## src/rtl/mips_pkg.sv

```systemverilog
// rtl/mips_pkg.sv - shared encodings for the multi-cycle MIPS control slice
// Purpose: opcode/funct values, ALU function codes, datapath mux encodings,
//          FSM state encoding and the decoded-instruction record.
// Ports:   none (package).
package mips_pkg;

    localparam logic [5:0] OP_RTYPE = 6'h00;
    localparam logic [5:0] OP_J     = 6'h02;
    localparam logic [5:0] OP_JAL   = 6'h03;
    localparam logic [5:0] OP_BEQ   = 6'h04;
    localparam logic [5:0] OP_BNE   = 6'h05;
    localparam logic [5:0] OP_ADDI  = 6'h08;
    localparam logic [5:0] OP_ORI   = 6'h0D;
    localparam logic [5:0] OP_LUI   = 6'h0F;
    localparam logic [5:0] OP_LW    = 6'h23;
    localparam logic [5:0] OP_SW    = 6'h2B;

    localparam logic [5:0] FN_SLL   = 6'h00;
    localparam logic [5:0] FN_SRL   = 6'h02;
    localparam logic [5:0] FN_JR    = 6'h08;
    localparam logic [5:0] FN_JALR  = 6'h09;
    localparam logic [5:0] FN_ADD   = 6'h20;
    localparam logic [5:0] FN_SUB   = 6'h22;
    localparam logic [5:0] FN_AND   = 6'h24;
    localparam logic [5:0] FN_OR    = 6'h25;
    localparam logic [5:0] FN_SLT   = 6'h2A;

    typedef enum logic [3:0] {
        ALU_ADD   = 4'd0,
        ALU_SUB   = 4'd1,
        ALU_AND   = 4'd2,
        ALU_OR    = 4'd3,
        ALU_SLT   = 4'd4,
        ALU_SLL   = 4'd5,
        ALU_SRL   = 4'd6,
        ALU_PASSB = 4'd7
    } alu_op_e;

    localparam logic [1:0] NPC_PLUS4  = 2'b00;
    localparam logic [1:0] NPC_BRANCH = 2'b01;
    localparam logic [1:0] NPC_JUMP   = 2'b10;
    localparam logic [1:0] NPC_JR     = 2'b11;

    localparam logic [1:0] WD_ALU   = 2'b00;
    localparam logic [1:0] WD_MEM   = 2'b01;
    localparam logic [1:0] WD_PC4   = 2'b10;

    localparam logic [1:0] GPR_RD   = 2'b00;
    localparam logic [1:0] GPR_RT   = 2'b01;
    localparam logic [1:0] GPR_R31  = 2'b10;

    localparam logic [2:0] SRCB_RD2   = 3'd0;
    localparam logic [2:0] SRCB_IMM   = 3'd1;
    localparam logic [2:0] SRCB_SA    = 3'd2;
    localparam logic [2:0] SRCB_UPPER = 3'd3;

    typedef enum logic [2:0] {
        S_IF  = 3'd0,
        S_ID  = 3'd1,
        S_EXE = 3'd2,
        S_MEM = 3'd3,
        S_WB  = 3'd4
    } state_e;

    typedef enum logic [3:0] {
        CL_R, CL_I, CL_LW, CL_SW, CL_BEQ, CL_BNE,
        CL_J, CL_JAL, CL_JR, CL_JALR, CL_ILL
    } ins_class_e;

    typedef struct packed {
        ins_class_e cls;
        alu_op_e    alu_op;
        logic       ext_op;
        logic       alu_src_a;
        logic [2:0] alu_src_b;
        logic       legal;
    } dec_t;

endpackage

```

## src/rtl/mc_decode.sv

```systemverilog
// rtl/mc_decode.sv - combinational Op/Funct decoder for the multi-cycle controller
// Purpose: classify the instruction and produce its ALU-side datapath fields.
// Ports:   op (in 6), funct (in 6), dec (out dec_t: class, ALU fields, legal).
import mips_pkg::*;

module mc_decode (
    input  logic [5:0] op,
    input  logic [5:0] funct,
    output dec_t       dec
);

    always_comb begin
        dec = '{cls: CL_ILL, alu_op: ALU_ADD, ext_op: 1'b0,
                alu_src_a: 1'b0, alu_src_b: SRCB_RD2, legal: 1'b1};
        case (op)
            OP_RTYPE: begin
                dec.cls = CL_R;
                case (funct)
                    FN_ADD:  dec.alu_op = ALU_ADD;
                    FN_SUB:  dec.alu_op = ALU_SUB;
                    FN_AND:  dec.alu_op = ALU_AND;
                    FN_OR:   dec.alu_op = ALU_OR;
                    FN_SLT:  dec.alu_op = ALU_SLT;
                    FN_SLL: begin
                        dec.alu_op    = ALU_SLL;
                        dec.alu_src_a = 1'b1;
                        dec.alu_src_b = SRCB_SA;
                    end
                    FN_SRL: begin
                        dec.alu_op    = ALU_SRL;
                        dec.alu_src_a = 1'b1;
                        dec.alu_src_b = SRCB_SA;
                    end
                    FN_JR:   dec.cls = CL_JR;
                    FN_JALR: dec.cls = CL_JALR;
                    default: begin
                        dec.cls   = CL_ILL;
                        dec.legal = 1'b0;
                    end
                endcase
            end
            OP_ADDI: begin
                dec.cls = CL_I;  dec.ext_op = 1'b1;  dec.alu_src_b = SRCB_IMM;
            end
            OP_ORI: begin
                dec.cls = CL_I;  dec.alu_op = ALU_OR;  dec.alu_src_b = SRCB_IMM;
            end
            OP_LUI: begin
                // Upper-immediate goes straight through the ALU on port B.
                dec.cls = CL_I;  dec.alu_op = ALU_PASSB;  dec.ext_op = 1'b1;
                dec.alu_src_b = SRCB_UPPER;
            end
            OP_LW: begin
                dec.cls = CL_LW;  dec.ext_op = 1'b1;  dec.alu_src_b = SRCB_IMM;
            end
            OP_SW: begin
                dec.cls = CL_SW;  dec.ext_op = 1'b1;  dec.alu_src_b = SRCB_IMM;
            end
            OP_BEQ: begin
                dec.cls = CL_BEQ;  dec.alu_op = ALU_SUB;  dec.ext_op = 1'b1;
            end
            OP_BNE: begin
                dec.cls = CL_BNE;  dec.alu_op = ALU_SUB;  dec.ext_op = 1'b1;
            end
            OP_J:    dec.cls = CL_J;
            OP_JAL:  dec.cls = CL_JAL;
            default: dec.legal = 1'b0;
        endcase
    end

endmodule

```

## src/rtl/mc_ctrl.sv

```systemverilog
// rtl/mc_ctrl.sv - multi-cycle IF/ID/EXE/MEM/WB sequencer for the MIPS datapath
// Purpose: steps each instruction through the shared req/rdy memory port and
//          drives the datapath strobes and mux selects.
// Ports:   clk, rst (async active-low), Op/Funct (IR fields), Zero (ALU flag),
//          mem_rdy (access completes) in; mem_req, mem_ifetch, IRWrite, PCWrite,
//          RegWrite, MemWrite, EXTOp, ALUOp[4], NPCOp[2], WDSel[2], GPRSel[2],
//          ALUSrcA, ALUSrcB[3], retire, illegal (sticky), mem_err (sticky) out.
import mips_pkg::*;

module mc_ctrl #(
    parameter int MEM_TIMEOUT = 255
) (
    input  logic       clk,
    input  logic       rst,
    input  logic [5:0] Op,
    input  logic [5:0] Funct,
    input  logic       Zero,
    input  logic       mem_rdy,
    output logic       mem_req,
    output logic       mem_ifetch,
    output logic       IRWrite,
    output logic       PCWrite,
    output logic       RegWrite,
    output logic       MemWrite,
    output logic       EXTOp,
    output logic [3:0] ALUOp,
    output logic [1:0] NPCOp,
    output logic [1:0] WDSel,
    output logic [1:0] GPRSel,
    output logic       ALUSrcA,
    output logic [2:0] ALUSrcB,
    output logic       retire,
    output logic       illegal,
    output logic       mem_err
);

    localparam logic [15:0] TO_LAST = 16'(MEM_TIMEOUT - 1);

    state_e      state;
    logic [5:0]  op_q, funct_q;
    logic [15:0] wait_cnt;
    logic        active_q;   // keeps mem_req low while held in reset
    logic        drop_q;     // one-cycle request gap after a timeout
    logic        illegal_q, mem_err_q;
    logic        xfer, waiting, taken;
    dec_t        dec;

    mc_decode u_decode (.op(op_q), .funct(funct_q), .dec(dec));

    assign mem_req = active_q && !drop_q && (state == S_IF || state == S_MEM);
    assign xfer    = mem_req && mem_rdy;
    assign waiting = mem_req && !mem_rdy;
    assign taken   = (dec.cls == CL_BEQ && Zero) || (dec.cls == CL_BNE && !Zero);
    assign illegal = illegal_q;
    assign mem_err = mem_err_q;

    always_ff @(posedge clk or negedge rst) begin
        if (!rst) begin
            state     <= S_IF;
            op_q      <= '0;
            funct_q   <= '0;
            wait_cnt  <= '0;
            active_q  <= 1'b0;
            drop_q    <= 1'b0;
            illegal_q <= 1'b0;
            mem_err_q <= 1'b0;
        end else begin
            active_q <= 1'b1;
            drop_q   <= 1'b0;
            // IR is stable from ID on; capture it so decode is independent of it.
            if (state == S_ID) begin
                op_q    <= Op;
                funct_q <= Funct;
            end
            if (state == S_EXE && !dec.legal)
                illegal_q <= 1'b1;
            // Any cycle without a pending access (completion, gap, other
            // states) clears the counter, which also covers state changes.
            if (waiting) begin
                if (MEM_TIMEOUT != 0 && wait_cnt == TO_LAST) begin
                    mem_err_q <= 1'b1;
                    drop_q    <= 1'b1;
                    wait_cnt  <= '0;
                end else begin
                    wait_cnt <= wait_cnt + 16'd1;
                end
            end else begin
                wait_cnt <= '0;
            end
            case (state)
                S_IF:  if (xfer) state <= S_ID;
                S_ID:  state <= S_EXE;
                S_EXE: case (dec.cls)
                           CL_LW, CL_SW: state <= S_MEM;
                           CL_R, CL_I:   state <= S_WB;
                           default:      state <= S_IF;
                       endcase
                S_MEM: if (xfer) state <= (dec.cls == CL_SW) ? S_IF : S_WB;
                S_WB:  state <= S_IF;
                default: state <= S_IF;
            endcase
        end
    end

    always_comb begin
        mem_ifetch = mem_req && (state == S_IF);
        IRWrite  = 1'b0;
        PCWrite  = 1'b0;
        RegWrite = 1'b0;
        MemWrite = 1'b0;
        retire   = 1'b0;
        EXTOp    = 1'b0;
        ALUOp    = 4'd0;
        ALUSrcA  = 1'b0;
        ALUSrcB  = SRCB_RD2;
        NPCOp    = NPC_PLUS4;
        WDSel    = WD_ALU;
        GPRSel   = GPR_RD;
        if (state == S_EXE || state == S_MEM || state == S_WB) begin
            EXTOp   = dec.ext_op;
            ALUOp   = dec.alu_op;
            ALUSrcA = dec.alu_src_a;
            ALUSrcB = dec.alu_src_b;
        end
        case (state)
            S_IF: IRWrite = xfer;
            S_EXE: case (dec.cls)
                CL_BEQ, CL_BNE: begin
                    PCWrite = 1'b1;  retire = 1'b1;
                    NPCOp   = taken ? NPC_BRANCH : NPC_PLUS4;
                end
                CL_J: begin
                    PCWrite = 1'b1;  retire = 1'b1;  NPCOp = NPC_JUMP;
                end
                CL_JAL: begin
                    PCWrite = 1'b1;  retire = 1'b1;  NPCOp = NPC_JUMP;
                    RegWrite = 1'b1; GPRSel = GPR_R31; WDSel = WD_PC4;
                end
                CL_JR: begin
                    PCWrite = 1'b1;  retire = 1'b1;  NPCOp = NPC_JR;
                end
                CL_JALR: begin
                    PCWrite = 1'b1;  retire = 1'b1;  NPCOp = NPC_JR;
                    RegWrite = 1'b1; GPRSel = GPR_RD; WDSel = WD_PC4;
                end
                CL_ILL: begin
                    PCWrite = 1'b1;  retire = 1'b1;
                end
                default: ;
            endcase
            S_MEM: if (dec.cls == CL_SW) begin
                MemWrite = xfer;  PCWrite = xfer;  retire = xfer;
            end
            S_WB: begin
                RegWrite = 1'b1;  PCWrite = 1'b1;  retire = 1'b1;
                if (dec.cls == CL_LW) begin
                    GPRSel = GPR_RT;  WDSel = WD_MEM;
                end else if (dec.cls == CL_I) begin
                    GPRSel = GPR_RT;
                end
            end
            default: ;
        endcase
    end

endmodule

```

## config.mk

```make
export PLATFORM = sky130hd
export DESIGN_NAME = mc_ctrl
export DESIGN_NICKNAME = d
export VERILOG_FILES = /design/src/rtl/mips_pkg.sv /design/src/rtl/mc_decode.sv /design/src/rtl/mc_ctrl.sv
export SDC_FILE = /design/constraint.sdc
export NUM_CORES = 1
export LEC_CHECK = 0
export ABC_CLOCK_PERIOD_IN_PS = 2340
export BUFFER_PORTS_ARGS = -buffer_cell sky130_fd_sc_hd__buf_2
export CAP_MARGIN = 25
export CELL_PAD_IN_SITES_DETAIL_PLACEMENT = 0
export CELL_PAD_IN_SITES_GLOBAL_PLACEMENT = 2
export CORE_UTILIZATION = 31
export CTS_BUF_LIST = sky130_fd_sc_hd__clkbuf_16
export DETAILED_ROUTE_END_ITERATION = 10
export PLACE_DENSITY_LB_ADDON = 0.1
export SLEW_MARGIN = 10
export SYNTH_ARGS = -nofsm -noshare
export SYNTH_HDL_FRONTEND = slang
export SYNTH_SLANG_ARGS = --single-unit
```

## constraint.sdc

```tcl
create_clock -name clk -period 2.34 [get_ports clk]
set_clock_uncertainty 0.15 [all_clocks]
set_input_delay 0.468 -clock clk [delete_from_list [all_inputs] [get_ports clk]]
set_output_delay 0.468 -clock clk [all_outputs]
set_load 0.02 [all_outputs]
```

==> results.txt <==
Setup crit start kind: flip-flop
Post-Syn Area per Cell: 9.28 sq um
Vias/cell: 4.75
worst-path fanout max: 4
ys flop type: dfrtp_1
largest net degree at the start of global routing: 17
worst setup path class: flip-flop to primary output
Min-Delay Path Class: primary input to flip-flop
Mapped Cells: 237
power share of the clock group: 0.174
crit end category: primary output
Pwr Density: 1120 nW/um^2
FMAX: 0.362 GHz
antenna violations before repair: 0
CP Cell Sequence: or4b_4, o21a_1, o221a_4, o21ai_4, nand2b_4, nor4b_4, buf_4
# rows: 30
top post-synthesis cells by area: dfrtp_1 (40%), xor2_1 (5.6%), mux2_2 (5.1%)
Synth Area in XOR/XNOR: 0.0717
Hold WS: 272 ps
Die X: 86.2 microns
final instance area: 3250 sq um
Compound-Gate Fraction of Synth Area: 0.121
synth warn: 0
Core ar.: 6830 sq um
slowest CP cell: or4b_4
clock buffer depth: 2
synth unique cells: 53
mux share of post-synthesis cell area: 0.0557
Post-synth EDFFs: 0
Lkg Pwr: 1.43 nW
Die Footprint: 7440 sq um
total power: 0.00363 W
Hold Fails Final Rpt: 0
Post-Synth Simple-Gate Area: 0.285
most frequent cells in the layout: buf_4 (53), dfrtp_1 (32), nor2_1 (23)
adder-cell share of the synthesized area: 0.0114
Die H: 86.2 microns
vias in the first global route: 1,913
Placer Congestion: 0.791
Num CTS Buffers: 5
largest family of logic cells by synthesized area: simple AND/OR/NAND/NOR gates
CTS Sinks: 35
Reg power frac: 0.263
Tcrit/Tclk final: 1.18
Pre-antenna DRT Iters: 4
clk_lat worst skew: 280 ps
fraction of layout cells with a size suffix above 1: 0.487
Nets: 333
Int Power: 0.00217 W
CP Data Required Time: 1720 ps
Sw Pwr: 0.00146 W
Seq/Total Area, Yosys: 0.398
Post-DRT Antenna Nets: 0
initial detailed-routing violation count: 61
RSZ-0062 raised after global routing: true
DR WL/cell: 14.3 microns
total track usage: 0.170
PortBufs: 37
Post-DP HPWL: 4440 microns
clock slew at reported path FFs: 50 ps
slowest stage delay, CP: 550 ps
met2 Usage GRT: 0.249
VDD IR max: 0.630 mV
Period minus WS final: 2760 ps
FF-to-FF Start: op_q[1]$_DFFE_PN0N_
power share of the combinational group: 0.563
Post-Route WL: 5880 microns
Final WS setup: -423 ps
Yosys top cell area share: 0.398
post-synthesis register bit count: 35
H-Tree Depth: 2
fill count: 687
Post-synth ARST share: 1.00
met3 usage: 0.0371
failing checks: setup timing
Initial Utilization: 0.322
Synth area leader: dfrtp_1
DP Worst Slack: -221 ps
final core utilization: 0.475
GR Util met1: 0.252
worst hold start: Funct[5]
outcome: finished with violations
Worst Setup SP: op_q[1]$_DFFE_PN0N_
# setup viols final: 15
Critical Path AT: 2150 ps
CTS tree: done
total grt overflow: 0
root buf cell: clkbuf_16
number of I/O pins: 40
Syn-to-layout area delta: 47.6%
Most Crowded Layer GR: met1
fin. max-slew vios: 0
Diodes inserted: 0
sw frac: 0.402
number of max-cap violations: 0
Synth Cell Area: 2200 sq um
DR DRC count: 0
first-pass GRT wire length: 9690 microns
placed cell area: 2790 sq um
Via Count: 1,956
commonest non-fill, non-tap cell in the layout: buf_4
-- critical path: cells and delay by family (launching register included) --
| family | cells | cell delay [ps] |
|---|---|---|
| AOI/OAI and AO/OA | 3 | 430 |
| and+or+nand+nor | 3 | 850 |
| DFF | 1 | 410 |
| buffers and inverters | 1 | 170 |
-- synth_stat cells, drive strengths merged (2+ instances only) --
cell	number
nand4	6
a21o	2
a211oi	2
ha	2
o21a	2
o21ai	8
and4	3
nand3b	3
nand2	18
nor2	28
o211ai	2
inv	5
nor4b	4
xnor2	4
conb	2
a31oi	2
buf	10
or2	2
nand2b	4
xor2	14
dfrtp	35
a21oi	10
and3	5
mux2	10
nand3	11
nor3	8
nor4bb	2
and2	2
a31o	3
clkbuf	8
nor4	3
nor3b	3
o32ai	2
-- routing by layer --
| layer | wire, microns | part of all wire |
|---|---|---|
| met2 | 2480 | 0.42 |
| met1 | 3130 | 0.53 |
| met5 | 0 | 0 |
| met4 | 74 | 0.013 |
| met3 | 195 | 0.033 |
-- cells by family (layout without fill, tap and decap cells) --
group / after synthesis / after routing
compound gates: 37 / 37
xor+xnor: 18 / 18
fa+ha+maj: 2 / 2
buf+inv: 23 / 101
flops: 35 / 35
mux: 11 / 11
other cells: 2 / 3
simple gates: 109 / 109
-- layout make-up --
type | instances | area [sq um] | area share
clock buffer | 5 | 125 | 0.0385
clock inverter | 3 | 16.3 | 0.00501
inverter | 5 | 18.8 | 0.00578
multi-input combinational | 180 | 1420 | 0.438
sequential | 35 | 880 | 0.271
tap | 96 | 120 | 0.0370
timing repair buffer | 88 | 666 | 0.205
-- power by group through the flow --
stage	logic (W)	clock network, W	registers (W)
detailed placement	0.00176	0	0.000918
CTS	0.00193	0.000660	0.000923
finish	0.00204	0.000633	0.000955
global route	0.00223	0.000686	0.000980
floorplan	0.00118	0	0.000827
global placement	0.00176	0	0.000915
-- path summary, 6_finish.rpt --
kind,to,slack [ps],cells past startpoint
max in group asynchronous,op_q[2]$_DFFE_PN0N_,1120,3
worst min register to register,illegal$_DFFE_PN0P_,320,1
worst min-delay path,funct_q[5]$_DFFE_PN0N_,270,2
worst max register to register,state[2]$_DFFE_PN0P_,430,6
worst max-delay path,WDSel[0],-420,7
min in group asynchronous,wait_cnt[2]$_DFF_PN0_,440,2
-- flip-flops by register name, summed over array words and instances, names as in the netlist --
name / count
drop_q: 1
op_q: 6
state: 3
wait_cnt: 16
mem_err: 1
funct_q: 6
illegal: 1
active_q: 1
-- repair_timing --
item,in CTS,in global routing
gates resized for setup,47,27
endpoints found under the setup margin,17,17
hold buffers,1,0
setup buffers,2,4
pin swaps,9,6
hold endpoints to repair,9,0
-- through the flow --
step	cells	TNS, ps
2_1_floorplan	238	-544
5_1_grt	412	-5620
6_report	412	-4230
4_1_cts	409	-4410
3_3_place_gp	398	-1290
3_5_place_dp	398	-1310
No activity file was read; power rests on OpenSTA's default activity.
